## config.mk

```make
export PLATFORM = sky130hd
export DESIGN_NAME = layer_sequencer
export DESIGN_NICKNAME = d
export VERILOG_FILES = /design/src/rtl/shared_pkg.sv /design/src/rtl/layer_desc_ram.sv /design/src/rtl/layer_sequencer.sv
export SDC_FILE = /design/constraint.sdc
export NUM_CORES = 1
export LEC_CHECK = 0
export BUFFER_PORTS_ARGS = -buffer_cell sky130_fd_sc_hd__buf_4
export CAP_MARGIN = 40
export CORE_MARGIN = 5
export CORE_UTILIZATION = 63
export CTS_CLUSTER_SIZE = 12
export DETAILED_ROUTE_END_ITERATION = 10
export HOLD_SLACK_MARGIN = 0.1
export PLACE_DENSITY = 0.84
export SYNTH_ARGS = -nofsm -noshare
export SYNTH_HDL_FRONTEND = slang
export SYNTH_SLANG_ARGS = --single-unit
export TNS_END_PERCENT = 30
```

## constraint.sdc

```tcl
create_clock -name core_clk -period 9.45 [get_ports core_clk]
set_clock_uncertainty 0.1 [all_clocks]
set_input_delay 1.89 -clock core_clk [delete_from_list [all_inputs] [get_ports core_clk]]
set_output_delay 1.89 -clock core_clk [all_outputs]
set_load 0.05 [all_outputs]
```

## src/rtl/shared_pkg.sv

```systemverilog
`default_nettype none
// ============================================================================
//  Module      : shared_pkg
//  Description : Types and default widths shared by the layer sequencer slice.
//  Revision    : 1.0 - initial release
// ============================================================================
package shared_pkg;

    localparam int NUM_LAYERS_DEF = 8;
    localparam int MAX_SEGS_DEF   = 8;
    localparam int ADDR_W_DEF     = 12;
    localparam int SEG_W_DEF      = $clog2(MAX_SEGS_DEF);
    localparam int LAYER_W_DEF    = $clog2(NUM_LAYERS_DEF);
    localparam int DESC_W         = 3 + SEG_W_DEF + ADDR_W_DEF;

    typedef enum logic {
        OP_CONV = 1'b0,
        OP_MAX  = 1'b1
    } op_mode_e;

    // Encoding 2'b11 is reserved and behaves like POST_NONE.
    typedef enum logic [1:0] {
        POST_NONE = 2'd0,
        POST_LRN  = 2'd1,
        POST_PAD  = 2'd2
    } post_op_e;

    typedef logic [3:0] seq_state_e;

    localparam seq_state_e ST_IDLE  = 4'd0;
    localparam seq_state_e ST_CFG   = 4'd1;
    localparam seq_state_e ST_EN    = 4'd2;
    localparam seq_state_e ST_LOAD  = 4'd3;
    localparam seq_state_e ST_SCHED = 4'd4;
    localparam seq_state_e ST_ADV   = 4'd5;
    localparam seq_state_e ST_DIS   = 4'd6;
    localparam seq_state_e ST_POST  = 4'd7;
    localparam seq_state_e ST_NEXT  = 4'd8;

    typedef struct packed {
        post_op_e                post_op;
        op_mode_e                op_mode;
        logic [SEG_W_DEF-1:0]    segs_m1;
        logic [ADDR_W_DEF-1:0]   stride;
    } layer_desc_t;

endpackage
`default_nettype wire

```

## src/rtl/layer_desc_ram.sv

```systemverilog
`default_nettype none
// ============================================================================
//  Module      : layer_desc_ram
//  Description : Layer descriptor register file, one write port, async read.
//  Revision    : 1.0 - initial release
// ============================================================================
module layer_desc_ram #(
    parameter int   DEPTH = 8,
    parameter int   WIDTH = 18,
    localparam int  AW    = $clog2(DEPTH)
) (
    input  logic             clk,
    input  logic             i_we,
    input  logic [AW-1:0]    i_waddr,
    input  logic [WIDTH-1:0] i_wdata,
    input  logic [AW-1:0]    i_raddr,
    output logic [WIDTH-1:0] o_rdata
);

    // Storage is deliberately left unreset; contents are defined by writes only.
    logic [WIDTH-1:0] r_mem [DEPTH];

    always_ff @(posedge clk) begin
        if (i_we) begin
            r_mem[i_waddr] <= i_wdata;
        end
    end

    assign o_rdata = r_mem[i_raddr];

endmodule
`default_nettype wire

```

## src/rtl/layer_sequencer.sv

```systemverilog
`default_nettype none
// ============================================================================
//  Module      : layer_sequencer
//  Description : Walks the layer descriptor table and drives cfg/load/sched/
//                post-op engines through req/ack handshakes.
//  Revision    : 1.0 - initial release
// ============================================================================
module layer_sequencer
    import shared_pkg::*;
#(
    parameter int   NUM_LAYERS = NUM_LAYERS_DEF,
    parameter int   MAX_SEGS   = MAX_SEGS_DEF,
    parameter int   ADDR_W     = ADDR_W_DEF,
    localparam int  SEG_W      = $clog2(MAX_SEGS),
    localparam int  LAYER_W    = $clog2(NUM_LAYERS),
    localparam int  DESC_WIDTH = 3 + SEG_W + ADDR_W
) (
    input  logic                  core_clk,
    input  logic                  core_rst_n,

    input  logic                  desc_we,
    input  logic [LAYER_W-1:0]    desc_addr,
    input  logic [DESC_WIDTH-1:0] desc_wdata,
    input  logic [LAYER_W-1:0]    num_layers_m1,

    input  logic                  start,
    input  logic                  abort,

    output logic                  cfg_req,
    input  logic                  cfg_ack,
    output logic [LAYER_W-1:0]    cfg_layer,

    output logic                  load_req,
    input  logic                  load_ack,
    output logic [SEG_W-1:0]      load_seg,

    output logic                  sched_req,
    input  logic                  sched_done,
    output logic [ADDR_W-1:0]     ipsum_base_addr,
    output logic [ADDR_W-1:0]     opsum_base_addr,

    output logic                  enable_noc,
    output logic                  enable_lrn,
    output logic                  enable_pad,
    input  logic                  done_post,

    output logic                  busy,
    output logic                  done
);

    seq_state_e              r_state;
    seq_state_e              w_state_nxt;

    logic [LAYER_W-1:0]      r_layer;
    logic [LAYER_W-1:0]      r_last_layer;
    logic [SEG_W-1:0]        r_seg;
    logic [ADDR_W-1:0]       r_base;

    logic                    r_cfg_req;
    logic                    r_load_req;
    logic                    r_sched_req;
    logic                    r_enable_noc;
    logic                    r_enable_lrn;
    logic                    r_enable_pad;
    logic                    r_busy;
    logic                    r_done;

    logic [DESC_WIDTH-1:0]   w_desc;
    logic [ADDR_W-1:0]       w_stride;
    logic [SEG_W-1:0]        w_segs_m1;
    logic                    w_is_conv;
    logic                    w_post_lrn;
    logic                    w_post_pad;
    logic                    w_last_seg;
    logic                    w_last_layer;
    logic                    w_desc_we;
    seq_state_e              w_seg_state;

    // The table is only writable while idle so a running sequence sees a stable descriptor.
    assign w_desc_we = desc_we && (r_state == ST_IDLE);

    layer_desc_ram #(
        .DEPTH (NUM_LAYERS),
        .WIDTH (DESC_WIDTH)
    ) u_desc_ram (
        .clk     (core_clk),
        .i_we    (w_desc_we),
        .i_waddr (desc_addr),
        .i_wdata (desc_wdata),
        .i_raddr (r_layer),
        .o_rdata (w_desc)
    );

    assign w_stride     = w_desc[ADDR_W-1:0];
    assign w_segs_m1    = w_desc[ADDR_W +: SEG_W];
    assign w_is_conv    = (op_mode_e'(w_desc[ADDR_W + SEG_W]) == OP_CONV);
    assign w_post_lrn   = (post_op_e'(w_desc[DESC_WIDTH-1 -: 2]) == POST_LRN);
    assign w_post_pad   = (post_op_e'(w_desc[DESC_WIDTH-1 -: 2]) == POST_PAD);
    assign w_last_seg   = (r_seg == w_segs_m1);
    assign w_last_layer = (r_layer == r_last_layer);
    assign w_seg_state  = w_is_conv ? ST_LOAD : ST_SCHED;

    always_comb begin
        w_state_nxt = r_state;
        case (r_state)
            ST_IDLE:  if (start)      w_state_nxt = ST_CFG;
            ST_CFG:   if (cfg_ack)    w_state_nxt = ST_EN;
            ST_EN:                    w_state_nxt = w_seg_state;
            ST_LOAD:  if (load_ack)   w_state_nxt = ST_SCHED;
            ST_SCHED: if (sched_done) w_state_nxt = ST_ADV;
            ST_ADV:                   w_state_nxt = w_last_seg ? ST_DIS : w_seg_state;
            ST_DIS:                   w_state_nxt = (w_post_lrn || w_post_pad) ? ST_POST : ST_NEXT;
            ST_POST:  if (done_post)  w_state_nxt = ST_NEXT;
            ST_NEXT:                  w_state_nxt = w_last_layer ? ST_IDLE : ST_CFG;
            default:                  w_state_nxt = ST_IDLE;
        endcase
        if (abort) begin
            w_state_nxt = ST_IDLE;
        end
    end

    // Outputs are registered from the next state so each req rises with state entry.
    always_ff @(posedge core_clk) begin
        if (!core_rst_n) begin
            r_state      <= ST_IDLE;
            r_cfg_req    <= 1'b0;
            r_load_req   <= 1'b0;
            r_sched_req  <= 1'b0;
            r_enable_noc <= 1'b0;
            r_enable_lrn <= 1'b0;
            r_enable_pad <= 1'b0;
            r_busy       <= 1'b0;
            r_done       <= 1'b0;
        end else begin
            r_state      <= w_state_nxt;
            r_cfg_req    <= (w_state_nxt == ST_CFG);
            r_load_req   <= (w_state_nxt == ST_LOAD);
            r_sched_req  <= (w_state_nxt == ST_SCHED);
            r_enable_noc <= (w_state_nxt == ST_LOAD) || (w_state_nxt == ST_SCHED) ||
                            (w_state_nxt == ST_ADV);
            r_enable_lrn <= (w_state_nxt == ST_POST) && w_post_lrn;
            r_enable_pad <= (w_state_nxt == ST_POST) && w_post_pad;
            r_busy       <= (w_state_nxt != ST_IDLE);
            r_done       <= !abort && (r_state == ST_NEXT) && w_last_layer;
        end
    end

    always_ff @(posedge core_clk) begin
        if (!core_rst_n) begin
            r_layer      <= '0;
            r_last_layer <= '0;
            r_seg        <= '0;
            r_base       <= '0;
        end else if (abort) begin
            r_layer      <= '0;
            r_last_layer <= '0;
            r_seg        <= '0;
            r_base       <= '0;
        end else begin
            case (r_state)
                ST_IDLE: begin
                    if (start) begin
                        r_last_layer <= num_layers_m1;
                        r_layer      <= '0;
                    end
                end
                ST_CFG: begin
                    if (cfg_ack) begin
                        r_seg  <= '0;
                        r_base <= '0;
                    end
                end
                ST_ADV: begin
                    // Base wraps modulo 2^ADDR_W by construction of the adder width.
                    r_base <= r_base + w_stride;
                    if (!w_last_seg) begin
                        r_seg <= r_seg + SEG_W'(1);
                    end
                end
                ST_NEXT: begin
                    if (!w_last_layer) begin
                        r_layer <= r_layer + LAYER_W'(1);
                    end
                end
                default: begin
                end
            endcase
        end
    end

    assign cfg_req         = r_cfg_req;
    assign cfg_layer       = r_layer;
    assign load_req        = r_load_req;
    assign load_seg        = r_seg;
    assign sched_req       = r_sched_req;
    assign ipsum_base_addr = r_base;
    assign opsum_base_addr = r_base;
    assign enable_noc      = r_enable_noc;
    assign enable_lrn      = r_enable_lrn;
    assign enable_pad      = r_enable_pad;
    assign busy            = r_busy;
    assign done            = r_done;

endmodule
`default_nettype wire

```

* Word-level counts from Yosys, hierarchy flattened
Memories as Yosys holds them, arrays and structs flattened. A register that Yosys moved wholly into a read port is not among the register bits.
Cells that the tools add are included.
W data, S select, Z words.
** Operators by class
- Add/subtract/negate cells :: 3
- $mul :: 0
- Div/mod/pow operators :: 0
- Magnitude comparators :: 0
- Equal/unequal tests :: 21
- Shift-type cells :: 0
- Mux-type cells :: 23
- Bitwise logic cells :: 1
- Reductions and logical operators :: 18
** Operator list (number)
- $pmux W4 S9 :: 1
- $eq A4 B3 Y1 const B :: 7
- $mux W4 :: 7
- $mux W3 :: 8
- $pmux W12 S2 :: 1
- $add A12 B12 Y12 :: 1
- $eq A4 B2 Y1 const B :: 3
- $mux W12 :: 1
- $pmux W3 S2 :: 2
- $eq A4 B1 Y1 const B :: 2
- $ne A2 B2 Y1 const B :: 4
- $add A3 B1 Y3 const B :: 2
- $eq A3 B3 Y1 :: 2
- $reduce_and A3 Y1 :: 2
- $logic_and A1 B1 Y1 :: 5
- $eq A4 B4 Y1 const B :: 1
- $logic_not A4 Y1 :: 1
- $reduce_and A2 Y1 :: 2
- $reduce_bool A2 Y1 :: 2
- $reduce_bool A4 Y1 :: 1
- $logic_or A1 B1 Y1 :: 3
- $mux W1 :: 3
- $eq A2 B1 Y1 const B :: 1
- $eq A2 B2 Y1 const B :: 1
- other kinds (3) :: 3
** Word-level totals
- Flip-flop bits (word level) :: 33
- Latch bits :: 0
- Memory bits (writable) :: 144
- Memory bits (read-only) :: 0
- Input port bits :: 33
- Output and inout port bits :: 38
- Word-level logic and storage cells :: 80
- Memories kept :: 1
** Memories
- u_desc_ram.r_mem :: depth 8, width 18, read ports 1, clocked after memory_dff 1, wr ports 1, line layer_desc_ram.sv:21 : logic [WIDTH-1:0] r_mem [DEPTH];

* Longest topological paths before layout
Gate-level depths: netlist of run 1.
- Depth in word-level cells :: 8
- Mapped depth :: 14
- Gate-level depth less buffers :: 11

* Modules after synthesis
Synthesis of run 1 repeated with hierarchy kept, for this count alone.
** Second synthesis, totals
- Cell total of the unflattened synthesis :: 467
- Area total of the unflattened synthesis :: 7682.4 µm²
** Modules (own cells, without submodules)
- layer_desc_ram :: times used 1, cells each 221, area an instance 5604.1 µm², sequential area each 4324.1 µm²
- layer_sequencer :: times used 1, cells each 246, area an instance 2078.2 µm², sequential area each 660.6 µm²

* Worst setup path before layout of run 1
Ideal clock, no wire load.
- Path type :: input-to-reg
- Start point :: input desc_addr[0]
- End point :: memory u_desc_ram.r_mem[0][0], enable pin
- Setup time :: 416 ps
- Data arrival time :: 3375 ps
- Path slack :: 5559 ps
- Stages on the path :: 2
- Buffers on the path :: 0
- Cells stage by stage :: nand3b_1 -> nor3_1
** RTL lines
- from (decl) :: line layer_sequencer.sv:22 : input logic [LAYER_W-1:0] desc_addr,
- to (decl) :: line layer_desc_ram.sv:21
No word-level cell before the write port.

==> qor.txt, run 1 <==
Largest net degree at the start of global routing -> 36
Met2 usage -> 34.7%
DRT iter0 DRCs -> 379
Combinational power share -> 3.2%
H-tree levels -> 4
Syn Inst Count -> 470
Number of library cell types mapped by synthesis -> 51
Mapped Avg Cell Area -> 16.2 sq um
Critical path launch point type -> flip-flop
Layout cells sized above 1 -> 29.8%
Clk Latency, worst-skew pair -> 430 ps
R2R cell count -> 12
Post-synth EDFFs -> 144
Setup CP Type -> reg2reg
Max Cap Violations -> 0
Ant diodes -> 0
Final Slew Violations -> 0
Most Crowded Layer GR -> met2
#FFs+latches synth -> 180
DRC viols -> 0
PnR worst setup slack -> 5610 ps
Pwr Density -> 183 nW/um^2
Worst setup EP type -> flip-flop
Fillcell total -> 692
Critical Path RT -> 9630 ps
Final RePlAce weighted congestion -> 0.858
Post-DR vias/cell -> 6.14
Hold Violations, Final -> 0
Critical-path cell list -> buf_4 > mux4_2 > mux2_2 > ha_1 > fa_1 > a21o_1 > a21oi_1 > o21ba_2 > o21ai_0 > a211oi_1 > xor2_1 > o31ai_1
Reg power frac -> 54.3%
Post-route setup TNS -> 0 ps
Slew margin rel. -> 38.2%
TritonCTS buffer count -> 17
CORE AREA -> 11,900 sq um
Hold-critical path depth -> 2
P_int -> 1.28 mW
Family with the most delay on the worst path -> compound AO/OA/AOI/OAI gates
Hold endpoint -> ipsum_base_addr[2]
Global-route wire length before repair -> 23,100 um
Total number of vias -> 4,278
Maximum fanout along the worst path -> 33
Critical path's slowest cell -> mux4_2
CP peak stage delay -> 590 ps
Total track usage -> 21.7%
Post-DR wirelength/cell -> 21.0 um
Max VDD drop -> 164 uV
Status -> complete, no violations
Synth warn -> 0
Setup violations, final -> 0
Syn Nets -> 519
Top FF cell, synth -> edfxtp_1
Setup slack, reg-to-reg -> 5610 ps
Die width -> 120 um
Pre-CTS WS -> 5650 ps
CTS tree -> done
Cell area after layout -> 8790 sq um
Initial antenna violation count -> 0
Final core occ -> 73.8%
Worst-margin pin slew -> 927 ps
DP Area -> 8220 sq um
Hpwl dp -> 9060 um
Seq/Total Area, Yosys -> 66.4%
Post-cts repair resize count -> 0
Clock slew seen by the registers of the worst setup and hold paths -> 60 ps
CP Data Arrival Time -> 4020 ps
GRT overflow -> 0
Clock Tree Root -> clkbuf_16
Sw Ratio -> 20.3%
Fin Hold WS -> 425 ps
Tmin final -> 3840 ps
I/O pins -> 71
Crit share post-route -> 40.6%
I/O Buffers -> 70
Asr flop ratio synth -> 0%
Buf/Inv on CP -> 1
Met1 Track Usage GR -> 29.2%
1st-pass router iterations -> 5
Die H -> 120 um
Hold path start -> ipsum_base_addr[2]
Layout net count -> 587
Setup Fix Bufs, Post-CTS -> 0
Routing usage on met3 -> 5.89%
Antenna-violating nets left -> 0
CTS sink cnt -> 180
Vias in the first global route -> 4,244
Routed WL -> 14,700 um
P&R area growth vs syn -> 15.8%
Fmax achieved -> 260 MHz
Clk buf depth -> 2
Clock share of power -> 42.4%
Leakage -> 3.11 nW
Unrepaired setup endpoints after global routing -> false
Cell area after synthesis -> 7590 sq um
RR Endpoint -> ipsum_base_addr[10]
Initial core utilization -> 63.8%
HP Class -> reg2reg
Post-CTS Hold Fix Bufs -> 0
Sw Pwr -> 0.326 mW
Total Die Area -> 14,400 sq um
Row count -> 40
[metal layers]
metal | routed length (um) | vias to the layer above
li1 | - | 1970
met1 | 6100 | 2136
met2 | 7330 | 159
met3 | 1060 | 13
met4 | 161 | 0
met5 | 0 | -
[worst min-delay path: cells and delay by family (launching register included)]
kind	cells	cell delay (ps)
flops	1	350
simple gates	1	80
compound gates	1	50
[worst max-delay path by stage]
stage / slack [ps] / from / endpoint / cells after the start
4_1_cts: 5590 / flip-flop / ipsum_base_addr[10] / 12
5_1_grt: 5340 / flip-flop / ipsum_base_addr[10] / 12
2_1_floorplan: 5560 / desc_addr[0] / u_desc_ram.r_mem[0][0] / 2
3_5_place_dp: 5650 / flip-flop / ipsum_base_addr[10] / 12
6_report: 5610 / flip-flop / ipsum_base_addr[10] / 12
3_3_place_gp: 5710 / flip-flop / ipsum_base_addr[10] / 12
[cell families (layout without fill, tap and decap cells)]
logic type	after synthesis	in the layout	synth area share, %
flip-flops	180	180	66.4
AND/OR/NAND/NOR	111	111	7.58
multiplexers	60	60	14.4
AO/OA/AOI/OAI	50	50	4.43
buffers and inverters	37	117	2.62
adder cells (fa/ha/maj)	16	16	2.73
XOR/XNOR	16	16	1.85
[synthesized netlist by cell type (2+ instances only)]
cell | n | area (sq um)
a21oi_1 | 19 | 95.1
and2_1 | 2 | 12.5
a211oi_1 | 4 | 30.0
mux4_1 | 6 | 158
o21ba_2 | 2 | 20.0
nand2b_1 | 5 | 31.3
xor2_1 | 8 | 70.1
nor4_1 | 4 | 25.0
nor3_1 | 11 | 55.1
nor2_1 | 27 | 101
mux2i_1 | 10 | 100
o211ai_1 | 2 | 15.0
nand3b_1 | 3 | 22.5
mux2_2 | 14 | 158
a22oi_1 | 4 | 30.0
xnor2_1 | 8 | 70.1
clkbuf_1 | 13 | 48.8
and3_1 | 3 | 18.8
buf_2 | 6 | 30.0
a21o_1 | 2 | 15.0
inv_1 | 5 | 18.8
edfxtp_1 | 144 | 4320
and4b_1 | 2 | 20.0
buf_4 | 12 | 90.1
nand2_1 | 21 | 78.8
dfxtp_1 | 36 | 721
nand4_1 | 3 | 18.8
a211o_1 | 2 | 17.5
o21ai_0 | 6 | 30.0
ha_1 | 15 | 188
mux4_2 | 30 | 676
o311a_1 | 2 | 20.0
nand3_1 | 15 | 75.1
nor2b_1 | 7 | 43.8
[final cells by class]
| cell class | count | area [sq um] | share of cell area, % |
|---|---|---|---|
| Multi-Input combinational cell | 253 | 2360 | 26.8 |
| Clock inverter | 14 | 150 | 1.71 |
| Clock buffer | 17 | 425 | 4.84 |
| Inverter | 5 | 18.8 | 0.213 |
| Tap cell | 147 | 184 | 2.09 |
| Sequential cell | 180 | 5050 | 57.4 |
| Timing Repair Buffer | 81 | 608 | 6.92 |
[state kept, by name, indices dropped and copies added, names as in the netlist, named ones only]
signal            count
cfg_layer             3
sched_req             1
enable_pad            1
cfg_req               1
busy                  1
load_seg              3
enable_lrn            1
load_req              1
ipsum_base_addr      12
r_last_layer          3
enable_noc            1
u_desc_ram.r_mem    144
r_state               4
done                  1
[stage by stage]
| step | total power, mW | cells |
|---|---|---|
| floorplan | 0.914 | 470 |
| global placement | 0.939 | 666 |
| detailed placement | 0.942 | 666 |
| CTS | 1.62 | 697 |
| global route | 1.66 | 697 |
| finish | 1.61 | 697 |
[power groups by stage]
stage | clock [mW] | combinational [mW] | sequential, mW
after global routing | 0.731 | 0.0567 | 0.874
after detailed placement | 0 | 0.0521 | 0.890
final | 0.682 | 0.0520 | 0.873
after floorplan | 0 | 0.0229 | 0.891
after CTS | 0.691 | 0.0524 | 0.873
after global placement | 0 | 0.0499 | 0.889
[placed cells by master (no fill, tap or decap), types with 5 or more instances in the layout]
cell type and count:
edfxtp_1 144, buf_4 81, dfxtp_1 35, mux4_2 30, nor2_1 27, nand2_1 21
a21oi_1 19, clkbuf_16 17, nand3_1 15, ha_1 15, mux2_2 14, mux2i_1 10
nor3_1 9, xor2_1 8, xnor2_1 8, nor2b_1 7, mux4_1 6, o21ai_0 6
inv_1 5, nand2b_1 5, inv_6 5
(Power assumes the default switching activity.)
==> inputs of run 2 (changes only) <==
- ABC_AREA: unset -> 1
- CORE_UTILIZATION: 63 -> 59
- PLACE_DENSITY: 0.84 -> 0.79
- clock period: 9.45 -> 3.6 ns (I/O delays scaled with it)
==> run 2 against run 1 <==
Maximum frequency is 19% higher; sequential power grew to 2.6 times the previous value; sequential share of layout area is 2.0 points lower; clock power is 150% higher; cell area is 3.6% higher; die area is 10% higher; clock-buffer cell count is 4 higher; first-iteration DRC count is 39% higher; critical endpoint is now ipsum_base_addr[8].
==> qor.txt, run 2 <==
CP dominant cell by count -> a21oi_1
Layout net count -> 868 (+48%)
H-tree levels -> 4 (unchanged)
Mapped Avg Cell Area -> 10.5 sq um (-35%)
Post-cts repair resize count -> 0 (unchanged)
Global-route wire length before repair -> 28,300 um (+23%)
CTS sink cnt -> 180 (unchanged)
Top FF cell, synth -> edfxtp_1
Leakage -> 3.60 nW (+16%)
CTS tree -> done
Clk Latency, worst-skew pair -> 430 ps (about the same)
Tmin final -> 3230 ps (-607 ps)
GRT overflow -> 0 (unchanged)
Worst-margin pin slew -> 567 ps (-360 ps)
Total number of vias -> 5,675 (+33%)
Fmax achieved -> 309 MHz (+19%)
Maximum fanout along the worst path -> 30 (-9.1%)
Post-route setup TNS -> 0 ps (unchanged)
Initial core utilization -> 59.9% (-3.9 points)
Hold Violations, Final -> 0 (unchanged)
Total Die Area -> 15,800 sq um (+10%)
1st-pass router iterations -> 6 (+1)
DRC viols -> 0 (unchanged)
Pre-CTS WS -> 477 ps (-5170 ps)
Most frequent cells after synthesis -> edfxtp_1, nor2_1, nand2_1, o21ai_0, inv_1
Status -> complete, no violations
Vias in the first global route -> 5,670 (+34%)
#FFs+latches synth -> 180 (unchanged)
Top-area cell type share of the netlist area -> 54.8% (-2.2 points)
Setup violations, final -> 0 (unchanged)
Buf/Inv on CP -> 1 (unchanged)
DRT iter0 DRCs -> 527 (+39%)
Initial antenna violation count -> 0 (unchanged)
Die H -> 126 um (+4.9%)
Crit share post-route -> 89.8% (+49 points)
Clock slew seen by the registers of the worst setup and hold paths -> 60 ps (about the same)
Layout cells sized above 1 -> 18.8% (-11 points)
Final core occ -> 69.0% (-4.8 points)
Antenna-violating nets left -> 0 (unchanged)
Clk buf depth -> 2 (unchanged)
Clock Tree Root -> clkbuf_16
Area leader, netlist -> edfxtp_1
Synth warn -> 0 (unchanged)
Setup Fix Bufs, Post-CTS -> 0 (unchanged)
Final RePlAce weighted congestion -> 0.968 (+13%)
Setup CP Type -> reg2reg
Largest register FFs -> 144 (unchanged)
Post-CTS Hold Fix Bufs -> 0 (unchanged)
I/O pins -> 71 (unchanged)
Ranking of synthesized cells by area -> edfxtp_1, dfxtp_1, nor2_1, nand2_1, o21ai_0
Routed WL -> 17,700 um (+21%)
Most frequent cells in the layout -> edfxtp_1, nor2_1, nand2_1, buf_4, o21ai_0
Top-count cell post-synth -> edfxtp_1
CP peak stage delay -> 500 ps (-90 ps)
Row count -> 42 (+5.0%)
Die width -> 126 um (+4.9%)
Number of library cell types mapped by synthesis -> 42 (-18%)
Commonest non-fill, non-tap cell in the layout -> edfxtp_1
Critical Path RT -> 3850 ps (-5780 ps)
Hold path start -> r_last_layer[1]
Fin Hold WS -> 396 ps (-28.8 ps)
CORE AREA -> 13,200 sq um (+11%)
Pwr Density -> 465 nW/um^2 (+150%)
Slew margin rel. -> 62.1% (+24 points)
Post-synth EDFFs -> 144 (unchanged)
Seq/Total Area, Yosys -> 63.9% (-2.5 points)
Most flop-heavy register -> u_desc_ram.r_mem
Ant diodes -> 0 (unchanged)
TritonCTS buffer count -> 17 (unchanged)
Max VDD drop -> 357 uV (+120%)
Critical path's slowest cell -> inv_2
Hpwl dp -> 11,200 um (+24%)
Family with the most delay on the worst path -> compound AO/OA/AOI/OAI gates
I/O Buffers -> 70 (unchanged)
Syn Inst Count -> 750 (+60%)
PnR worst setup slack -> 367 ps (-5240 ps)
Critical path launch point type -> flip-flop
Max Cap Violations -> 0 (unchanged)
HP Class -> reg2reg
Asr flop ratio synth -> 0% (unchanged)
Post-DR vias/cell -> 5.63 (-8.3%)
Worst setup EP type -> flip-flop
Fillcell total -> 878 (+27%)
Total track usage -> 22.9% (+1.3 points)
Final Slew Violations -> 0 (unchanged)
Largest net degree at the start of global routing -> 73 (+100%)
Syn Nets -> 799 (+54%)
Cell area after synthesis -> 7900 sq um (+4.0%)
Critical-path cell list -> inv_2 > o21ai_0 > o22ai_1 > nor2_1 > a31oi_1 > ha_1 > a21oi_1 > o21ai_0 > a21oi_1 > o21bai_1 > a21oi_1 > o21ai_0 > a21oi_1
Unrepaired setup endpoints after global routing -> false
Post-DR wirelength/cell -> 17.6 um (-16%)
P&R area growth vs syn -> 15.3%
CP Data Arrival Time -> 3480 ps (-540 ps)
run 2: changes by cell type after synthesis, moves of 8 or more:
cell / before / now
nand2_1: 21 / 97
mux2_2: 14 / 0
mux2i_1: 10 / 0
nor2_1: 27 / 122
a21oi_1: 19 / 38
o22ai_1: 0 / 18
nand2_2: 0 / 13
inv_1: 5 / 54
mux4_2: 30 / 0
nand3_1: 15 / 29
o21ai_0: 6 / 68
inv_2: 0 / 8
a31oi_1: 0 / 12
run 2: routing by layer:
metal  global-route usage (%)  wire, um
met5                        0         0
met4                     8.61       336
met3                     6.69      1430
met2                     38.4      8830
met1                     28.4      7110
run 2: cells by family (layout without fill, tap and decap cells):
group | count (synthesis) | after routing | synth area share [%]
simple gates | 287 | 287 | 15.8
flops | 180 | 180 | 63.9
compound gates | 155 | 155 | 10.8
buf+inv | 105 | 187 | 6.15
fa+ha+maj | 16 | 16 | 2.63
xor+xnor | 7 | 7 | 0.776
run 2: worst reg2reg max path: cells and delay by family, from the launching register on:
kind	cells	cell delay, ps
DFF	1	460
AOI/OAI and AO/OA	10	1680
adders and majority gates	1	360
and+or+nand+nor	1	60
buffers and inverters	1	500
run 2: area by class of cell:
cell class | instances | area, sq um | share of cell area (%)
clock buffer | 21 | 440 | 4.84
clock inverter | 11 | 87.6 | 0.962
inverter | 65 | 251 | 2.76
multi-input combinational | 465 | 2390 | 26.2
sequential | 180 | 5050 | 55.4
tap | 176 | 220 | 2.42
timing repair buffer | 90 | 676 | 7.42
run 2: metrics by stage:
stage / instance area [sq um] / total power [mW] / std cells
2_1_floorplan: 7900 / 2.49 / 750
3_3_place_gp: 8580 / 2.58 / 976
3_5_place_dp: 8580 / 2.59 / 976
4_1_cts: 9110 / 4.25 / 1008
5_1_grt: 9110 / 4.37 / 1008
6_report: 9110 / 4.24 / 1008
run 2: final timing paths:
check / to / slack (ps) / cells past startpoint
worst min-delay path: r_last_layer[1] / 400 / 2
worst max-delay path: ipsum_base_addr[8] / 370 / 13
worst max register to register: ipsum_base_addr[8] / 370 / 13
worst min register to register: r_last_layer[1] / 400 / 2
run 2: report_power, final:
group          switching [mW]  leakage (nW)  internal [mW]
Clock                   0.745         0.251          0.941
Sequential             0.0135          1.60           2.28
Combinational           0.173          1.75         0.0831
